File: config.mk
export PLATFORM = sky130hd
export DESIGN_NAME = vec_alu_seq
export DESIGN_NICKNAME = d
export VERILOG_FILES = /design/src/rtl/vec_alu_seq_pkg.sv /design/src/rtl/vec_elem_counter.sv /design/src/rtl/vec_alu_seq.sv
export SDC_FILE = /design/constraint.sdc
export NUM_CORES = 1
export LEC_CHECK = 0
export BUFFER_PORTS_ARGS = -buffer_cell sky130_fd_sc_hd__buf_2
export CAP_MARGIN = 10
export CORE_UTILIZATION = 45
export DETAILED_ROUTE_END_ITERATION = 8
export GPL_TIMING_DRIVEN = 0
export PLACE_DENSITY_LB_ADDON = 0.2
export SYNTH_ARGS = -nofsm -noshare
export SYNTH_HDL_FRONTEND = slang
export SYNTH_SLANG_ARGS = --single-unit
export TNS_END_PERCENT = 5
File: constraint.sdc
create_clock -name clk -period 4.1 [get_ports clk]
set_input_delay 0.41 -clock clk [delete_from_list [all_inputs] [get_ports clk]]
set_output_delay 0.41 -clock clk [all_outputs]
set_load 0.005 [all_outputs]
File: src/rtl/vec_alu_seq_pkg.sv
// rtl/vec_alu_seq_pkg.sv - shared types, codes and config derivations for the vector ALU lane sequencer
package vec_alu_seq_pkg;

    typedef enum logic [1:0] {
        ST_IDLE = 2'd0,
        ST_RUN  = 2'd1,
        ST_FIN  = 2'd2
    } seq_state_t;

    localparam logic [2:0] OP_TYPE_VV = 3'b001;
    localparam logic [2:0] OP_TYPE_VX = 3'b010;
    localparam logic [2:0] OP_TYPE_VI = 3'b100;

    localparam logic [5:0] OPC_VADD = 6'b000000;
    localparam logic [5:0] OPC_VAND = 6'b001001;
    localparam logic [5:0] OPC_VOR  = 6'b001010;
    localparam logic [5:0] OPC_VXOR = 6'b001011;

    // Largest element width code the lane supports (SEW = 64).
    localparam logic [2:0] VSEW_MAX = 3'd3;

    // log2 of the element width in bits.
    function automatic logic [3:0] sew_log2(input logic [2:0] vsew);
        return {1'b0, vsew} + 4'd3;
    endfunction

    // Element width in bits; 11 bits so the widest illegal code still compares correctly.
    function automatic logic [10:0] sew_bits(input logic [2:0] vsew);
        return 11'd8 << vsew;
    endfunction

    // Elements held in one vector register.
    function automatic logic [9:0] elem_count(input logic [9:0] vlen, input logic [2:0] vsew);
        return vlen >> sew_log2(vsew);
    endfunction

    // Lane-width chunks needed to cover one element (at least one).
    function automatic logic [3:0] chunk_count(input logic [2:0] lane_width, input logic [2:0] vsew);
        if (sew_log2(vsew) <= {1'b0, lane_width}) begin
            return 4'd1;
        end
        return 4'd1 << (sew_log2(vsew) - {1'b0, lane_width});
    endfunction

endpackage

File: src/rtl/vec_elem_counter.sv
// rtl/vec_elem_counter.sv - element/chunk stepping counter with hold, wrap and last-beat flag
module vec_elem_counter
    import vec_alu_seq_pkg::*;
#(
    parameter logic [2:0] LANE_WIDTH = 3'b100
) (
    input  logic       clk,
    input  logic       resetn,
    input  logic       clear,
    input  logic       load,
    input  logic       advance,
    input  logic [9:0] start_elem,
    input  logic [3:0] elem_step,
    input  logic [9:0] elem_total,
    input  logic [3:0] chunk_last,
    input  logic [3:0] sew_log,
    output logic [9:0] elem,
    output logic [3:0] chunk,
    output logic       last,
    output logic [9:0] index
);

    // Final beat: no further owned element and this is the element's last chunk.
    assign last = (({1'b0, elem} + {7'b0, elem_step}) >= {1'b0, elem_total}) && (chunk == chunk_last);

    // Bit offset of the current chunk; shifts in 10-bit context wrap like the register address.
    assign index = (elem << sew_log) + ({6'b0, chunk} << LANE_WIDTH);

    // Step chunk first, then jump to the next owned element; hold on the final beat.
    always_ff @(posedge clk or negedge resetn) begin
        if (!resetn) begin
            elem  <= '0;
            chunk <= '0;
        end else if (clear) begin
            elem  <= '0;
            chunk <= '0;
        end else if (load) begin
            elem  <= start_elem;
            chunk <= '0;
        end else if (advance && !last) begin
            if (chunk == chunk_last) begin
                chunk <= '0;
                elem  <= elem + {6'b0, elem_step};
            end else begin
                chunk <= chunk + 4'd1;
            end
        end
    end

endmodule

File: src/rtl/vec_alu_seq.sv
// rtl/vec_alu_seq.sv - per-lane sequencer stepping one ALU lane through its share of a vector op
module vec_alu_seq
    import vec_alu_seq_pkg::*;
#(
    parameter logic [9:0] VLEN       = 10'd128,
    parameter logic [2:0] LANE_WIDTH = 3'b100,
    parameter logic [2:0] LANE_I     = 3'b000
) (
    input  logic       clk,
    input  logic       resetn,
    input  logic       cmd_valid,
    output logic       cmd_ready,
    input  logic [5:0] cmd_opcode,
    input  logic [2:0] cmd_op_type,
    input  logic [2:0] cmd_vsew,
    input  logic [1:0] cmd_nb_lanes,
    input  logic       stall,
    input  logic       kill,
    output logic       run,
    output logic [5:0] opcode,
    output logic [2:0] op_type,
    output logic [2:0] vsew,
    output logic [1:0] nb_lanes,
    output logic [9:0] index,
    output logic [3:0] in_reg_offset,
    output logic       wb_en,
    output logic       done,
    output logic       err
);

    seq_state_t state_q;
    seq_state_t state_d;
    logic       err_q;

    logic       cmd_fire;
    logic       cmd_illegal;
    logic       cmd_empty;
    logic [9:0] cmd_elems;
    logic [3:0] cmd_lanes;
    logic       busy_kill;

    logic [9:0] cnt_elem;
    logic [3:0] cnt_chunk;
    logic       cnt_last;
    logic [9:0] cnt_index;

    assign cmd_ready = (state_q == ST_IDLE);
    assign run       = (state_q == ST_RUN);
    assign wb_en     = run & ~stall;
    assign done      = (state_q == ST_FIN) & ~kill;
    assign err       = done & err_q;
    assign busy_kill = kill & (state_q != ST_IDLE);

    // The decision at the handshake uses the incoming fields; the latched copy is not visible yet.
    assign cmd_fire    = cmd_valid & cmd_ready;
    assign cmd_elems   = elem_count(VLEN, cmd_vsew);
    assign cmd_lanes   = 4'd1 << cmd_nb_lanes;
    assign cmd_illegal = (cmd_vsew > VSEW_MAX) || (sew_bits(cmd_vsew) > {1'b0, VLEN});
    assign cmd_empty   = ({1'b0, LANE_I} >= cmd_lanes) || ({7'b0, LANE_I} >= cmd_elems);

    vec_elem_counter #(
        .LANE_WIDTH(LANE_WIDTH)
    ) u_counter (
        .clk       (clk),
        .resetn    (resetn),
        .clear     (busy_kill),
        .load      (cmd_fire & ~cmd_illegal & ~cmd_empty),
        .advance   (wb_en),
        .start_elem({7'b0, LANE_I}),
        .elem_step (4'd1 << nb_lanes),
        .elem_total(elem_count(VLEN, vsew)),
        .chunk_last(chunk_count(LANE_WIDTH, vsew) - 4'd1),
        .sew_log   (sew_log2(vsew)),
        .elem      (cnt_elem),
        .chunk     (cnt_chunk),
        .last      (cnt_last),
        .index     (cnt_index)
    );

    // Beat outputs are only meaningful while running; keep them quiet otherwise.
    assign index         = run ? cnt_index : '0;
    assign in_reg_offset = run ? cnt_chunk : '0;

    // Next-state: accept, step to the last beat, pulse completion; kill aborts any busy state.
    always_comb begin
        state_d = state_q;
        case (state_q)
            ST_IDLE: begin
                if (cmd_valid) begin
                    state_d = (cmd_illegal || cmd_empty) ? ST_FIN : ST_RUN;
                end
            end
            ST_RUN: begin
                if (!stall && cnt_last) begin
                    state_d = ST_FIN;
                end
            end
            ST_FIN:  state_d = ST_IDLE;
            default: state_d = ST_IDLE;
        endcase
        if (busy_kill) begin
            state_d = ST_IDLE;
        end
    end

    // State register.
    always_ff @(posedge clk or negedge resetn) begin
        if (!resetn) begin
            state_q <= ST_IDLE;
        end else begin
            state_q <= state_d;
        end
    end

    // Command fields stay latched until the next accepted command.
    always_ff @(posedge clk or negedge resetn) begin
        if (!resetn) begin
            opcode   <= '0;
            op_type  <= '0;
            vsew     <= '0;
            nb_lanes <= '0;
            err_q    <= 1'b0;
        end else if (cmd_fire) begin
            opcode   <= cmd_opcode;
            op_type  <= cmd_op_type;
            vsew     <= cmd_vsew;
            nb_lanes <= cmd_nb_lanes;
            err_q    <= cmd_illegal;
        end
    end

endmodule

==> reports/metrics.yaml <==
setup_path:
  timing_worst_setup_path_type: "reg2out"
  rr_startpoint: "vsew[1]"
  cp_data_arrival_time_ns: 3.48
  critPathMaxFanout: 10
  critPathTopFamily: "adder cells"
  startpoint_type: "flip-flop"
  worst-path-buf-inv: 3
  path_cells: "inv_1 -> ha_1 -> buf_8 -> mux2i_4 -> mux2i_1 -> a21oi_1 -> nor2_1 -> ha_1 -> fa_1 -> a21o_1 -> a21oi_1 -> xor2_1 -> nor2_1 -> buf_2"
  cpMaxStageDelayCell: "dfrtp_2"
  critPathCaptureType: "output pin"
  critical_path_required_ns: 3.69
  cp-startpoint: "vsew[1]"
  cpPeakStageDelay_ns: 0.46
  r2r_slack_ns: 0.31
layout:
  n_antenna_cell: 0
  layout-drive-gt1-share: 0.230
  multi_input_area_mm2: 0.00183
  fill_cells: 529
  utilization: 0.571
  regArea_um2: 777
  stdcell_area_mm2: 0.00320
  syn2layout_area_growth_pct: 19.6
  nets: 421
route:
  drt-total-wl_um: 6210
  routedWlPerCell_um: 13.8
  drt_iter0_drc: 111
  ant_nets: 0
  viasPerCell: 5.44
  drc: 0
  drt_first_pass_iters: 4
  vias: 2452
sta:
  setup_tns_ns: 0
  slew_headroom: 0.473
  fin_ws_ns: 0.213
  max_freq_mhz: 257
  maxSlewViolCount: 0
  setup_viol: 0
  period_share: 0.948
  tightest_slew_ns: 0.785
  final_hold_viol_count: 0
  finalCriticalPeriod_ns: 3.89
  rsz0062_at_grt: "true"
  skew_ns: 0.00662
clock_tree:
  numCtsBuffers: 5
  cts_max_level: 2
  clk_path_buf_depth: 2
  cts.clk_slew.worst_paths_ns: 0.07
  cts_root_buf: "clkbuf_8"
  cts_hold_buffers: 0
  clk_latency_ns: 0.28
  cts_tree: "built"
  cts_sinks: 31
synth:
  synth_seq_area_share: 0.290
  ys_ff_latch: 31
  synth_top_area_frac: 0.290
  yosys-top-cells-area: "dfrtp_1 (29%), ha_1 (10%), nand2_1 (7.9%)"
  yosysWarnings: 0
  syn_nets: 362
  synth_cells: 319
  synth_enable_flop_cells: 0
  syn_avg_cell_area_um2: 8.39
  synth_ff_type: "dfrtp_1"
  synthesis.area_mm2: 0.00268
  synthArstFlopShare: 1.00
  yosysUniqueCellTypes: 58
  synth.largest_area_cell: "dfrtp_1"
placed_design:
  place_area_mm2: 0.00302
  dp_hpwl_um: 4860
  io_buffers: 51
  post-place-ws_ns: -0.339
  place_congestion: 0.818
floorplan:
  initial_core_util: 0.477
  ios: 52
  die-area_mm2: 0.00626
  core_mm2: 0.00561
  die_h_um: 79.1
  core.rowCount: 27
  die_x_um: 79.1
power_and_ir_drop:
  p_sw_frac: 0.422
  leakage_nw: 1.55
  p_seq_frac: 0.277
  ir_worst_vdd_v: 0.000222
  pwr-share-comb: 0.551
  p_sw_mw: 0.668
  power_frac_clock: 0.172
  internal-power_mw: 0.914
  power_density_mw_per_mm2: 494
status:
  status: "completed"
grt:
  grtUsageTotal: 0.213
  grt_max_degree: 32
  grt_pass1_wl_um: 10600
  overflow: 0
  antenna_found_initial: 0
  grt_pass1_vias: 2366
flow_run:
  maxCapViolCount: 0
hold_path:
  holdCritPathClass: "in2async"
cell type report:
cell class / instances / area share
multi-input cells: 262 / 0.571
flip-flops and latches: 31 / 0.243
repair buffers: 53 / 0.0844
clock buffers: 7 / 0.0301
well taps: 72 / 0.0281
plain buffers: 11 / 0.0238
inverters: 14 / 0.0172
clock inverters: 1 / 0.00234
cell usage in the layout, fill, tap and decap left out, types with 3 or more instances in the layout:
cell / instances
a211oi_1: 8
a21o_1: 4
a21oi_1: 12
a31oi_1: 5
and2_1: 14
buf_2: 51
buf_4: 3
clkbuf_1: 6
clkbuf_8: 9
dfrtp_1: 30
ha_1: 20
inv_1: 13
mux2i_1: 13
nand2_1: 56
nand2b_1: 7
nand3_1: 11
nor2_1: 31
nor2b_1: 5
nor3_1: 5
o21a_1: 3
o21ai_0: 11
or3_1: 3
xnor2_1: 5
xor2_1: 3
cells in the mapped netlist (all sizes together), types with 7 or more instances:
cell type	count
nand2	56
dfrtp	31
nor2	31
ha	22
and2	15
mux2i	15
a21oi	13
inv	13
o21ai	13
nand3	11
a211oi	8
clkbuf	8
nand2b	7
power groups by stage:
stage | registers, mW | logic (mW) | clock network [mW]
6_report | 0.439 | 0.871 | 0.272
5_1_grt | 0.451 | 0.986 | 0.288
4_1_cts | 0.438 | 0.831 | 0.277
3_5_place_dp | 0.444 | 0.812 | 0
3_3_place_gp | 0.442 | 0.793 | 0
2_1_floorplan | 0.427 | 0.620 | 0
timing repair:
item,4_1_cts,5_1_grt
gates resized for setup,7,11
hold endpoints to repair,0,0
pin swaps,0,1
setup endpoints to repair,21,19
setup buffers,1,1
final timing paths:
| path | cells after the start | to |
|---|---|---|
| min in group clk | 3 | opcode[1] |
| worst max register to register | 15 | u_counter.elem[4] |
| worst min register to register | 2 | opcode[1] |
| worst min-delay path | 1 | u_counter.elem[2] |
| worst max-delay path | 14 | index[8] |
| max in group asynchronous | 1 | vsew[1] |
flip-flops by register name (all words and copies together), names as in the netlist:
signal           flops
u_counter.chunk      4
u_counter.elem      10
err_q                1
op_type              3
nb_lanes             2
state_q              2
opcode               6
vsew                 3
worst register-to-register path: cells and delay by family, from the launching register on:
kind / cells / cell delay, ns
AOI/OAI and AO/OA: 3 / 0.30
xor gates and xnor gates: 2 / 0.33
adders and majority gates: 3 / 0.64
buffers and inverters: 2 / 0.24
DFF: 1 / 0.46
and+or+nand+nor: 5 / 1.75
stage by stage:
| step | hold WS [ns] | power, mW | std cells |
|---|---|---|---|
| after global placement | 0.453 | 1.24 | 442 |
| after CTS | 0.199 | 1.55 | 451 |
| after detailed placement | 0.457 | 1.26 | 442 |
| final | 0.166 | 1.58 | 451 |
| after floorplan | 0.114 | 1.05 | 319 |
| after global routing | 0.220 | 1.72 | 451 |
per-layer routing:
metal	global-route usage	part of all wire	up-vias
met5	0	0	-
met4	0.0545	0.013	0
met3	0.0333	0.038	11
met2	0.377	0.47	56
met1	0.269	0.48	1152
li1	-	-	1233
kinds of logic (layout without fill, tap and decap cells):
logic type | count (synthesis) | after routing | synth area share
buffers and inverters | 26 | 86 | 0.0481
muxes | 18 | 18 | 0.0743
xor gates and xnor gates | 9 | 9 | 0.0294
AOI/OAI and AO/OA | 62 | 62 | 0.165
and+or+nand+nor | 149 | 149 | 0.275
adders and majority gates | 24 | 24 | 0.118
DFF | 31 | 31 | 0.290
Power figures use the tool's default switching activity.
